===== config.mk =====
export PLATFORM = sky130hd
export DESIGN_NAME = gpio_irq_in_flat
export DESIGN_NICKNAME = d
export VERILOG_FILES = /design/src/rtl/gpio_irq_in_if.sv /design/src/rtl/gpio_irq_in.sv /design/src/flat_wrapper.sv
export SDC_FILE = /design/constraint.sdc
export NUM_CORES = 1
export LEC_CHECK = 0
export ABC_AREA = 1
export CAP_MARGIN = 20
export CORE_MARGIN = 2
export CORE_UTILIZATION = 34
export CTS_CLUSTER_DIAMETER = 60
export DETAILED_ROUTE_END_ITERATION = 6
export PLACE_DENSITY = 0.65
export REMOVE_ABC_BUFFERS = 1
export SLEW_MARGIN = 0
export SYNTH_ARGS = -nofsm -noshare
export SYNTH_HDL_FRONTEND = slang
export SYNTH_SLANG_ARGS = --single-unit

===== constraint.sdc =====
create_clock -name i_clk -period 1 [get_ports i_clk]
set_clock_uncertainty 0.1 [all_clocks]
set_input_delay 0.2 -clock i_clk [delete_from_list [all_inputs] [get_ports i_clk]]
set_output_delay 0.2 -clock i_clk [all_outputs]
set_load 0.02 [all_outputs]

===== src/rtl/gpio_irq_in_if.sv =====
// CPU-side register bus and pad inputs of gpio_irq_in, grouped for port connection.
// master drives pads, write data and strobes; slave is the gpio_irq_in block.
interface gpio_irq_in_if #(
    parameter int WIDTH = 32
);
    logic [WIDTH-1:0] i_pins;
    logic [WIDTH-1:0] i_Data;
    logic             i_we_ien;
    logic             i_we_edge;
    logic             i_we_pol;
    logic             i_we_clr;
    logic [WIDTH-1:0] o_level;
    logic [WIDTH-1:0] o_status;
    logic [WIDTH-1:0] o_ien;
    logic [WIDTH-1:0] o_edge;
    logic [WIDTH-1:0] o_pol;
    logic             o_irq;

    modport master (
        output i_pins, i_Data, i_we_ien, i_we_edge, i_we_pol, i_we_clr,
        input  o_level, o_status, o_ien, o_edge, o_pol, o_irq
    );

    modport slave (
        input  i_pins, i_Data, i_we_ien, i_we_edge, i_we_pol, i_we_clr,
        output o_level, o_status, o_ien, o_edge, o_pol, o_irq
    );
endinterface


===== src/rtl/gpio_irq_in.sv =====
// GPIO input side: 2-flop synchroniser, optional debounce (GPIO_IN_DEBOUNCE_EN),
// per-bit edge/level event detection, sticky W1C STATUS and a single IRQ line.
module gpio_irq_in #(
    parameter int WIDTH      = 32,
    parameter int DEB_CYCLES = 4
) (
    input  logic          i_clk,
    input  logic          i_rst_n,
    gpio_irq_in_if.slave  bus
);

    logic [WIDTH-1:0] s1_q, s1_d;
    logic [WIDTH-1:0] s2_q, s2_d;
    logic [WIDTH-1:0] prev_q, prev_d;
    logic [WIDTH-1:0] ien_q, ien_d;
    logic [WIDTH-1:0] edge_q, edge_d;
    logic [WIDTH-1:0] pol_q, pol_d;
    logic [WIDTH-1:0] status_q, status_d;
    logic [WIDTH-1:0] filt;
    logic [WIDTH-1:0] rise;
    logic [WIDTH-1:0] fall;
    logic [WIDTH-1:0] evt;
    logic [WIDTH-1:0] clr_mask;

`ifdef GPIO_IN_DEBOUNCE_EN
    localparam int             CW      = $clog2(DEB_CYCLES);
    localparam logic [CW-1:0]  CNT_MAX = CW'(DEB_CYCLES - 1);

    logic [WIDTH-1:0] filt_q, filt_d;
    logic [CW-1:0]    cnt_q [WIDTH];
    logic [CW-1:0]    cnt_d [WIDTH];

    // filt only follows s2 after the mismatch has persisted DEB_CYCLES clocks
    always_comb begin
        filt_d = filt_q;
        for (int unsigned i = 0; i < WIDTH; i++) begin
            cnt_d[i] = '0;
            if (s2_q[i] != filt_q[i]) begin
                if (cnt_q[i] == CNT_MAX) begin
                    filt_d[i] = s2_q[i];
                end else begin
                    cnt_d[i] = cnt_q[i] + 1'b1;
                end
            end
        end
    end

    always_ff @(posedge i_clk or negedge i_rst_n) begin
        if (!i_rst_n) begin
            filt_q <= '0;
            for (int unsigned i = 0; i < WIDTH; i++) begin
                cnt_q[i] <= '0;
            end
        end else begin
            filt_q <= filt_d;
            for (int unsigned i = 0; i < WIDTH; i++) begin
                cnt_q[i] <= cnt_d[i];
            end
        end
    end

    assign filt = filt_q;
`else
    logic unused_deb_cfg;
    assign unused_deb_cfg = (DEB_CYCLES > 1);
    assign filt = s2_q;
`endif

    always_comb begin
        s1_d   = bus.i_pins;
        s2_d   = s1_q;
        prev_d = filt;
        ien_d  = bus.i_we_ien  ? bus.i_Data : ien_q;
        edge_d = bus.i_we_edge ? bus.i_Data : edge_q;
        pol_d  = bus.i_we_pol  ? bus.i_Data : pol_q;

        rise = filt & ~prev_q;
        fall = ~filt & prev_q;
        // edge bits pick rise/fall by POL; level bits fire while filt matches POL
        evt  = (edge_q & ((pol_q & rise) | (~pol_q & fall)))
             | (~edge_q & ~(filt ^ pol_q));

        clr_mask = bus.i_we_clr ? bus.i_Data : '0;
        status_d = (status_q & ~clr_mask) | evt;
    end

    always_ff @(posedge i_clk or negedge i_rst_n) begin
        if (!i_rst_n) begin
            s1_q     <= '0;
            s2_q     <= '0;
            prev_q   <= '0;
            ien_q    <= '0;
            edge_q   <= '0;
            pol_q    <= '0;
            status_q <= '0;
        end else begin
            s1_q     <= s1_d;
            s2_q     <= s2_d;
            prev_q   <= prev_d;
            ien_q    <= ien_d;
            edge_q   <= edge_d;
            pol_q    <= pol_d;
            status_q <= status_d;
        end
    end

    assign bus.o_level  = filt;
    assign bus.o_status = status_q;
    assign bus.o_ien    = ien_q;
    assign bus.o_edge   = edge_q;
    assign bus.o_pol    = pol_q;
    assign bus.o_irq    = |(status_q & ien_q);

endmodule


===== src/flat_wrapper.sv =====
// flat-port wrapper written by rule: the top's interface ports become plain ports
module gpio_irq_in_flat 
#(
    parameter int WIDTH      = 32,
    parameter int DEB_CYCLES = 4
)
  (i_clk, i_rst_n, bus_i_pins, bus_i_Data, bus_i_we_ien, bus_i_we_edge, bus_i_we_pol, bus_i_we_clr, bus_o_level, bus_o_status, bus_o_ien, bus_o_edge, bus_o_pol, bus_o_irq);
  gpio_irq_in_if #(.WIDTH(WIDTH)) bus_i ();
  input  logic i_clk;
  input  logic i_rst_n;
  input wire logic [$bits(bus_i.i_pins)-1:0] bus_i_pins;
  input wire logic [$bits(bus_i.i_Data)-1:0] bus_i_Data;
  input wire logic [$bits(bus_i.i_we_ien)-1:0] bus_i_we_ien;
  input wire logic [$bits(bus_i.i_we_edge)-1:0] bus_i_we_edge;
  input wire logic [$bits(bus_i.i_we_pol)-1:0] bus_i_we_pol;
  input wire logic [$bits(bus_i.i_we_clr)-1:0] bus_i_we_clr;
  output wire logic [$bits(bus_i.o_level)-1:0] bus_o_level;
  output wire logic [$bits(bus_i.o_status)-1:0] bus_o_status;
  output wire logic [$bits(bus_i.o_ien)-1:0] bus_o_ien;
  output wire logic [$bits(bus_i.o_edge)-1:0] bus_o_edge;
  output wire logic [$bits(bus_i.o_pol)-1:0] bus_o_pol;
  output wire logic [$bits(bus_i.o_irq)-1:0] bus_o_irq;
  assign bus_i.i_pins = bus_i_pins;
  assign bus_i.i_Data = bus_i_Data;
  assign bus_i.i_we_ien = bus_i_we_ien;
  assign bus_i.i_we_edge = bus_i_we_edge;
  assign bus_i.i_we_pol = bus_i_we_pol;
  assign bus_i.i_we_clr = bus_i_we_clr;
  assign bus_o_level = bus_i.o_level;
  assign bus_o_status = bus_i.o_status;
  assign bus_o_ien = bus_i.o_ien;
  assign bus_o_edge = bus_i.o_edge;
  assign bus_o_pol = bus_i.o_pol;
  assign bus_o_irq = bus_i.o_irq;
  gpio_irq_in #(.WIDTH(WIDTH), .DEB_CYCLES(DEB_CYCLES)) u_core (.i_clk(i_clk), .i_rst_n(i_rst_n), .bus(bus_i));
endmodule

# [Word level (Yosys, flattened, before mapping)]
# Cells that the tools add are included.
[word_totals] register_bits=224 input_bits=70 out_inout_bits=161 elab_cells=27
[op_classes] mux=1 n_bitwise=18 n_reduce_logical=1
[op_table] op="32-bit AND" n=8
[op_table] op="32-bit inverter" n=6
[op_table] op="32-bit OR" n=3
[op_table] op="32-bit 2-to-1 mux" n=1
[op_table] op="32-bit OR reduction" n=1
[op_table] op="32-bit bitwise XOR" n=1

# [Longest topological paths before layout]
# Gate-level depths: netlist (run 1).
[logic_depth] word_depth=7 mapped_depth=6 ltp_nobuf=6

# [Least setup slack after synthesis (run 1)]
# No wires, ideal clock.
[synth_path] path_type="register to output" start="reg u_core.ien_q[28] (netlist: u_core.bus.o_ien[28])" end="out bus_o_irq" t_arrival_ns=0.947 path_slack_ns=-0.247 path_stages_with_launch=7 n_path_buf=0 cell_sequence="dfrtp_1 nand2_1 nand2_1 nor2_1 nand2_1 nor2_1 nand2_1"
[synth_between] elab_chain_cells=2
[synth_rtl] item="start, declared" line="gpio_irq_in.sv:15" source="logic [WIDTH-1:0] ien_q, ien_d;"
[synth_rtl] item="start signal, assigned" line="gpio_irq_in.sv:100" source="ien_q <= ien_d;"
[synth_rtl] item="32-bit AND" line="gpio_irq_in.sv:112" source="assign bus.o_irq = |(status_q & ien_q);"
[synth_rtl] item="32-bit OR reduction" line="gpio_irq_in.sv:112"
[synth_rtl] item="end, declared" line="flat_wrapper.sv:22" source="output wire logic [$bits(bus_i.o_irq)-1:0] bus_o_irq;"
# Every way passes these cells.

# [Final worst setup path (run 1)]
[layout_path] start="reg u_core.ien_q[12] (netlist: u_core.bus.o_ien[12])" end="out bus_o_irq"
# Same word-level chain as after synthesis.

==> results of run 1 <==
-- synthesized netlist by cell type --
master | number | area (um2)
sky130_fd_sc_hd__buf_6 | 2 | 22.5
sky130_fd_sc_hd__dfrtp_1 | 224 | 5610
sky130_fd_sc_hd__mux2_4 | 60 | 901
sky130_fd_sc_hd__buf_12 | 6 | 120
sky130_fd_sc_hd__o21ai_0 | 64 | 320
sky130_fd_sc_hd__clkbuf_1 | 2 | 7.51
sky130_fd_sc_hd__buf_2 | 8 | 40.0
sky130_fd_sc_hd__nand2_1 | 181 | 679
sky130_fd_sc_hd__nand3_1 | 64 | 320
sky130_fd_sc_hd__inv_1 | 32 | 120
sky130_fd_sc_hd__mux2_2 | 4 | 45.0
sky130_fd_sc_hd__nor2_1 | 42 | 158
-- stage by stage --
step	util (%)	power, uW
after CTS	58.3	26800
after floorplan	-	12300
final	60.4	27100
after global placement	50.6	15600
after global routing	60.4	28200
after detailed placement	50.6	15700
-- cell type report --
| type | count | area (um2) | share of cell area [%] |
|---|---|---|---|
| clock inverters | 16 | 211 | 1.45 |
| flip-flops and latches | 224 | 5610 | 38.4 |
| inverters | 32 | 128 | 0.874 |
| well taps | 324 | 405 | 2.78 |
| multi-input cells | 415 | 2720 | 18.6 |
| clock buffers | 32 | 734 | 5.03 |
| repair buffers | 454 | 4790 | 32.8 |
-- repair_timing --
| action | in CTS | in global routing |
|---|---|---|
| pin swaps | 8 | 64 |
| hold buffers | 19 | 0 |
| resized for setup | 997 | 201 |
| hold endpoints to repair | 242 | 0 |
| setup buffers | 53 | 67 |
| endpoints found under the setup margin | 173 | 251 |
-- power groups by stage --
stage	Combinational (uW)	Clock, uW	Sequential [uW]
after global routing	6840	10900	10500
final	6410	10200	10400
after detailed placement	5300	0	10400
after global placement	5260	0	10400
after CTS	6000	10500	10400
after floorplan	1020	0	11300
-- cell families after synthesis --
logic type | count (synthesis)
simple gates | 287
buf+inv | 50
compound gates | 64
flops | 224
mux | 64
-- registers in the layout (all words and copies together) (netlist names) --
name	flops
u_core.bus.o_edge	32
u_core.bus.o_ien	32
u_core.bus.o_level	32
u_core.bus.o_pol	32
u_core.bus.o_status	32
u_core.prev_q	32
u_core.s1_q	32
-- per-layer routing --
layer / track usage (%) / routed length (um)
met4: 4.38 / 560
met5: 0 / 0
met3: 4.05 / 1150
met2: 32.6 / 12700
met1: 22.7 / 9980
-- worst max-delay path, cell delays in order (launching register included) --
cell	delay [ns]
sky130_fd_sc_hd__dfrtp_1	0.40
sky130_fd_sc_hd__nand2_1	0.08
sky130_fd_sc_hd__nand2_2	0.07
sky130_fd_sc_hd__nor2_4	0.13
sky130_fd_sc_hd__nand2_2	0.06
sky130_fd_sc_hd__nor2_2	0.09
sky130_fd_sc_hd__nand2_1	0.07
sky130_fd_sc_hd__buf_6	0.14
-- worst max path at each step --
stage                     end  cells after the start
global route        bus_o_irq                      7
floorplan           bus_o_irq                      6
CTS                 bus_o_irq                      7
global placement    bus_o_irq                      7
detailed placement  bus_o_irq                      7
finish              bus_o_irq                      7
==> impl_summary.log, run 1 <==
[metrics] fraction of power consumed by combinational cells: 23.7%
[metrics] post-synthesis xor/xnor area fraction: 0%
[metrics] worst supply voltage drop on vdd: 1790 uV
[metrics] post-route clock period utilization: 187%
[metrics] initial core utilization: 34.5%
[metrics] Pint: 19700 uW
[metrics] dpl ws: -0.837 ns
[metrics] complex-gate fraction of the synthesized area: 3.84%
[metrics] Adder-Cell Fraction of Synth Area: 0%
[metrics] Least-Margin Pin Slew: 0.306 ns
[metrics] Total Routed Length: 24.4 mm
[metrics] portion of the post-synthesis area used by sequential elements: 67.2%
[metrics] Clock transition at path regs: 0.06 ns
[metrics] max-slew violation count: 0
[metrics] Ports: 231
[metrics] Post-layout nets: 1224
[metrics] total of fill cells in the finished design: 1839
[metrics] leading cell types in the layout, fill and taps excluded: 272 x sky130_fd_sc_hd__buf_6, 224 x sky130_fd_sc_hd__dfrtp_1, 169 x sky130_fd_sc_hd__nand2_1
[metrics] Worst Reg2Reg Path Length in Cells: 3
[metrics] HPWL after DPL: 16.2 mm
[metrics] initial antenna violation count: 0
[metrics] net load switching power: 7340 uW
[metrics] Final Hold Fails: 0
[metrics] vias after detailed routing: 6709
[metrics] DIE WIDTH: 161 um
[metrics] worst hold-check path type: input port to flop
[metrics] clock tree from TritonCTS: yes
[metrics] die footprint: 25800 um2
[metrics] maximum number of pins on one net before global-route repair: 32
[metrics] Leakage: 0.00700 uW
[metrics] area delta synth->final: 75.1%
[metrics] type of the setup path with the least slack: flop to primary output
[metrics] Worst Hold Path Cells: 1
[metrics] mux contribution to synthesized area: 11.3%
[metrics] top fanout value on the critical path: 2
[metrics] total of endpoints with negative setup slack in the final report: 194
[metrics] Setup TNS: -65.42 ns
[metrics] launching element of the worst setup path: u_core.bus.o_ien[12]$_DFFE_PN0P_
[metrics] number of buffers created by CTS: 27
[metrics] buffer levels on the longest clock path: 3
[metrics] final hold slack: 0.0191 ns
[metrics] detail-routed net length per standard cell: 16.3 um
[metrics] Post-Syn Instances: 689
[metrics] number of I/O port buffers: 230
[metrics] top achievable clock speed: 536 MHz
[metrics] die boundary height: 161 um
[metrics] worst hold path endpoint: u_core.s1_q[9]$_DFF_PN0_
[metrics] Worst R2R End: u_core.bus.o_pol[10]$_DFFE_PN0P_
[metrics] minimum clock period after layout: 1.87 ns
[metrics] DRT Pass-1 Iters: 4
[metrics] power per cell area: 1850 nW/um2
[metrics] kind of end point of the critical path: primary output
[metrics] number of rows in the core area: 57
[metrics] setup slack on the worst flop-to-flop path: -0.13 ns
[metrics] sequential share of power: 38.5%
[metrics] All-Layer GR Usage: 18.3%
[metrics] clock network power share: 37.8%
[metrics] setup slack of the critical path after layout: -0.867 ns
[metrics] insertion delay to the later sink of the worst-skew pair: 0.53 ns
[metrics] unrepaired setup endpoints after global routing: yes
[metrics] Mapped Area: 8340 um2
[metrics] number of nets with antenna violations after detailed routing: 0
[metrics] net switching share of the total power: 27.1%
[metrics] Arrival @ worst endpoint: 1.57 ns
[metrics] violations in the final reports: negative setup slack
[metrics] mean instance size in the synthesized netlist: 12.1 um2
[metrics] Post-Layout Cell Count: 1497
[metrics] number of synthesis warnings: 0
[metrics] synthesis-stage register bit count: 224
[metrics] antenna diode instance count: 0
[metrics] number of placed cells counting well taps: 1390
[metrics] final standard cell area without fillers: 14600 um2
[metrics] number of H-tree levels: 1
[metrics] number of max-cap violations: 0
[metrics] floorplan core area: 24200 um2
[metrics] global-route wire length before repair: 37.5 mm
[metrics] kind of start point of the critical path: flop
[metrics] Post-route DRC: 0
[metrics] placed standard-cell area: 12200 um2
[metrics] reg2reg start: u_core.bus.o_pol[10]$_DFFE_PN0P_
[metrics] largest family of logic cells by synthesized area: simple AND/OR/NAND/NOR gates
[metrics] status: complete, but fails checks
[metrics] grt total ovfl: 0
[metrics] number of global-route vias before repair: 7075
[metrics] most common cell after layout, fill and taps aside: sky130_fd_sc_hd__buf_6
[metrics] share of final-layout standard cells stronger than drive strength 1: 48.2%
[metrics] clock root cell: sky130_fd_sc_hd__clkbuf_16
[metrics] initial drt markers: 240
[metrics] GPL Wtd Cong: 0.820
[metrics] critical path required time: 0.70 ns
[metrics] launch instance of the worst min-delay path: bus_i_pins[9]
[metrics] post-synth cell types: 12
[metrics] mean number of vias per cell: 4.48
[metrics] slew margin rel.: 79.6%
[metrics] number of clock sinks: 224
[metrics] share of synthesized cell area in and, or, nand and nor gates: 13.9%
Power figures use the tool's default switching activity.
==> run 2, diff against run 1 <==
Settings changed: CAP_MARGIN 20 to default.
==> results of run 2 <==
No change in the layout: final DEF, timing and power equal those of run 1.
==> run 3, diff against run 2 <==
Settings changed: CORE_ASPECT_RATIO from default to 0.9, PLACE_DENSITY 0.65 to 0.71.
==> impl_summary.log, run 3 (same netlist as run 1, synthesis figures left out) <==
[metrics] total of endpoints with negative setup slack in the final report: 206
[metrics] Total Routed Length: 25.2 mm
[metrics] total of fill cells in the finished design: 1851
[metrics] type of the setup path with the least slack: flop to primary output
[metrics] post-route clock period utilization: 190%
[metrics] Arrival @ worst endpoint: 1.60 ns
[metrics] GR met2 Demand/Resource: 32.9%
[metrics] Least-Margin Pin Slew: 0.259 ns
[metrics] area taken by flip-flops and latches: 5610 um2
[metrics] most utilized layer in the global route result: met2
[metrics] most common cell after layout, fill and taps aside: sky130_fd_sc_hd__buf_6
[metrics] clock root cell: sky130_fd_sc_hd__clkbuf_16
[metrics] insertion delay to the later sink of the worst-skew pair: 0.51 ns
[metrics] global-route wire length before repair: 37.9 mm
[metrics] setup slack of the critical path after layout: -0.902 ns
[metrics] max-slew violation count: 0
[metrics] GPL Wtd Cong: 0.794
[metrics] unrepaired setup endpoints after global routing: yes
[metrics] DIE WIDTH: 169 um
[metrics] area used by multi-input combinational logic: 2730 um2
[metrics] status: complete, but fails checks
[metrics] floorplan core area: 24200 um2
[metrics] buffer levels on the longest clock path: 3
[metrics] number of max-cap violations: 0
[metrics] number of clock sinks: 224
[metrics] Post-layout nets: 1213
[metrics] fraction of power consumed by combinational cells: 25.5%
[metrics] area delta synth->final: 72.0%
[metrics] share of final-layout standard cells stronger than drive strength 1: 47.8%
[metrics] Setup TNS: -64.86 ns
[metrics] antenna diode instance count: 0
[metrics] number of nets with antenna violations after detailed routing: 0
[metrics] worst supply voltage drop on vdd: 1130 uV
[metrics] worst hold-check path type: input port to asynchronous set/reset pin
[metrics] top achievable clock speed: 526 MHz
[metrics] net switching share of the total power: 27.9%
[metrics] initial core utilization: 34.5%
[metrics] slew margin rel.: 82.7%
[metrics] violations in the final reports: negative setup slack
[metrics] DRT Pass-1 Iters: 4
[metrics] global-route met1 utilization: 22.9%
[metrics] net load switching power: 7090 uW
[metrics] number of I/O port buffers: 230
[metrics] clock tree from TritonCTS: yes
[metrics] kind of end point of the critical path: primary output
[metrics] die footprint: 25800 um2
[metrics] number of global-route vias before repair: 7081
[metrics] All-Layer GR Usage: 18.6%
[metrics] Ports: 231
[metrics] die boundary height: 153 um
[metrics] top fanout value on the critical path: 3
[metrics] Worst Reg2Reg Path Length in Cells: 6
[metrics] number of rows in the core area: 54
[metrics] initial drt markers: 290
[metrics] Leakage: 0.00688 uW
[metrics] final hold slack: 0.0224 ns
[metrics] minimum clock period after layout: 1.90 ns
[metrics] Clock transition at path regs: 0.06 ns
[metrics] placed standard-cell area: 12200 um2
[metrics] power per cell area: 1770 nW/um2
[metrics] vias after detailed routing: 6739
[metrics] setup slack on the worst flop-to-flop path: -0.15 ns
[metrics] mean number of vias per cell: 4.60
[metrics] final standard cell area without fillers: 14300 um2
[metrics] reg2reg start: u_core.bus.o_level[29]$_DFF_PN0_
[metrics] Final Hold Fails: 0
[metrics] met3 Track Usage GR: 3.87%
[metrics] critical path required time: 0.70 ns
[metrics] dpl ws: -0.864 ns
[metrics] detail-routed net length per standard cell: 17.2 um
[metrics] Pint: 18300 uW
[metrics] Post-route DRC: 0
[metrics] number of H-tree levels: 1
[metrics] clock network power share: 33.5%
[metrics] HPWL after DPL: 16.4 mm
[metrics] maximum number of pins on one net before global-route repair: 45
[metrics] Worst R2R End: u_core.bus.o_status[29]$_DFF_PN0_
[metrics] kind of start point of the critical path: flop
[metrics] grt total ovfl: 0
[metrics] leading cell types in the layout, fill and taps excluded: 283 x sky130_fd_sc_hd__buf_6, 223 x sky130_fd_sc_hd__dfrtp_1, 172 x sky130_fd_sc_hd__nand2_1
[metrics] Power Total: 25400 uW
[metrics] sequential share of power: 41.0%
[metrics] number of buffers created by CTS: 25
[metrics] initial antenna violation count: 0
==> run 3: changes by cell type in the layout (fill, tap and decap cells not counted), moves of 4 or more <==
cell,change
sky130_fd_sc_hd__clkbuf_1,+6
sky130_fd_sc_hd__buf_4,-9
sky130_fd_sc_hd__dlygate4sd3_1,-10
sky130_fd_sc_hd__bufinv_16,-4
sky130_fd_sc_hd__buf_6,+11
sky130_fd_sc_hd__nor2_2,-5
==> run 3: cell type report <==
type / count / share of cell area (%)
Multi-Input combinational cell: 415 / 19.0
Sequential cell: 224 / 39.1
Tap cell: 308 / 2.69
Inverter: 32 / 0.890
Timing Repair Buffer: 445 / 33.1
Clock inverter: 6 / 0.314
Clock buffer: 36 / 4.93
==> run 3: power groups by stage <==
stage               registers (uW)  logic [uW]  clock network, uW
floorplan                    11300        1020                  0
global placement             10400        5220                  0
detailed placement           10400        5290                  0
CTS                          10400        5960               8700
global route                 10500        6870               9130
finish                       10400        6470               8520
==> run 3: routing by layer <==
| layer | vias to the layer above | share of wire (%) |
|---|---|---|
| met1 | 3314 | 41 |
| li1 | 3169 | - |
| met3 | 46 | 4.9 |
| met4 | 0 | 2.7 |
| met5 | - | 0 |
| met2 | 210 | 51 |
==> run 3: worst max-delay path, stage by stage, from the launching register on <==
cell	delay, ns
sky130_fd_sc_hd__dfrtp_1	0.40
sky130_fd_sc_hd__nand2_1	0.08
sky130_fd_sc_hd__nand2_1	0.07
sky130_fd_sc_hd__nor2_2	0.12
sky130_fd_sc_hd__nand2_1	0.10
sky130_fd_sc_hd__nor2_1	0.10
sky130_fd_sc_hd__nand2_1	0.07
sky130_fd_sc_hd__buf_6	0.14
==> run 3: worst max path at each step <==
stage / from / end / depth (start not counted)
floorplan: u_core.bus.o_ien[28]$_DFFE_PN0P_ / bus_o_irq / 6
global placement: u_core.bus.o_ien[13]$_DFFE_PN0P_ / bus_o_irq / 7
detailed placement: u_core.bus.o_ien[13]$_DFFE_PN0P_ / bus_o_irq / 7
CTS: u_core.bus.o_ien[13]$_DFFE_PN0P_ / bus_o_irq / 7
global route: u_core.bus.o_status[0]$_DFF_PN0_ / bus_o_irq / 7
finish: u_core.bus.o_ien[30]$_DFFE_PN0P_ / bus_o_irq / 7
==> run 3: what timing repair did <==
item / in CTS / in global routing
resized for setup: 1030 / 192
setup endpoints to repair: 176 / 245
buffers inserted: 49 / 55
cloned: 0 / 0
hold endpoints to repair: 232 / 0
hold buffers: 9 / 0
pin swaps: 13 / 48
==> run 3: stage by stage <==
step	instances	utilization, %
floorplan	671	-
global placement	1368	50.3
detailed placement	1368	50.3
CTS	1450	56.8
global route	1466	59.3
finish	1466	59.3
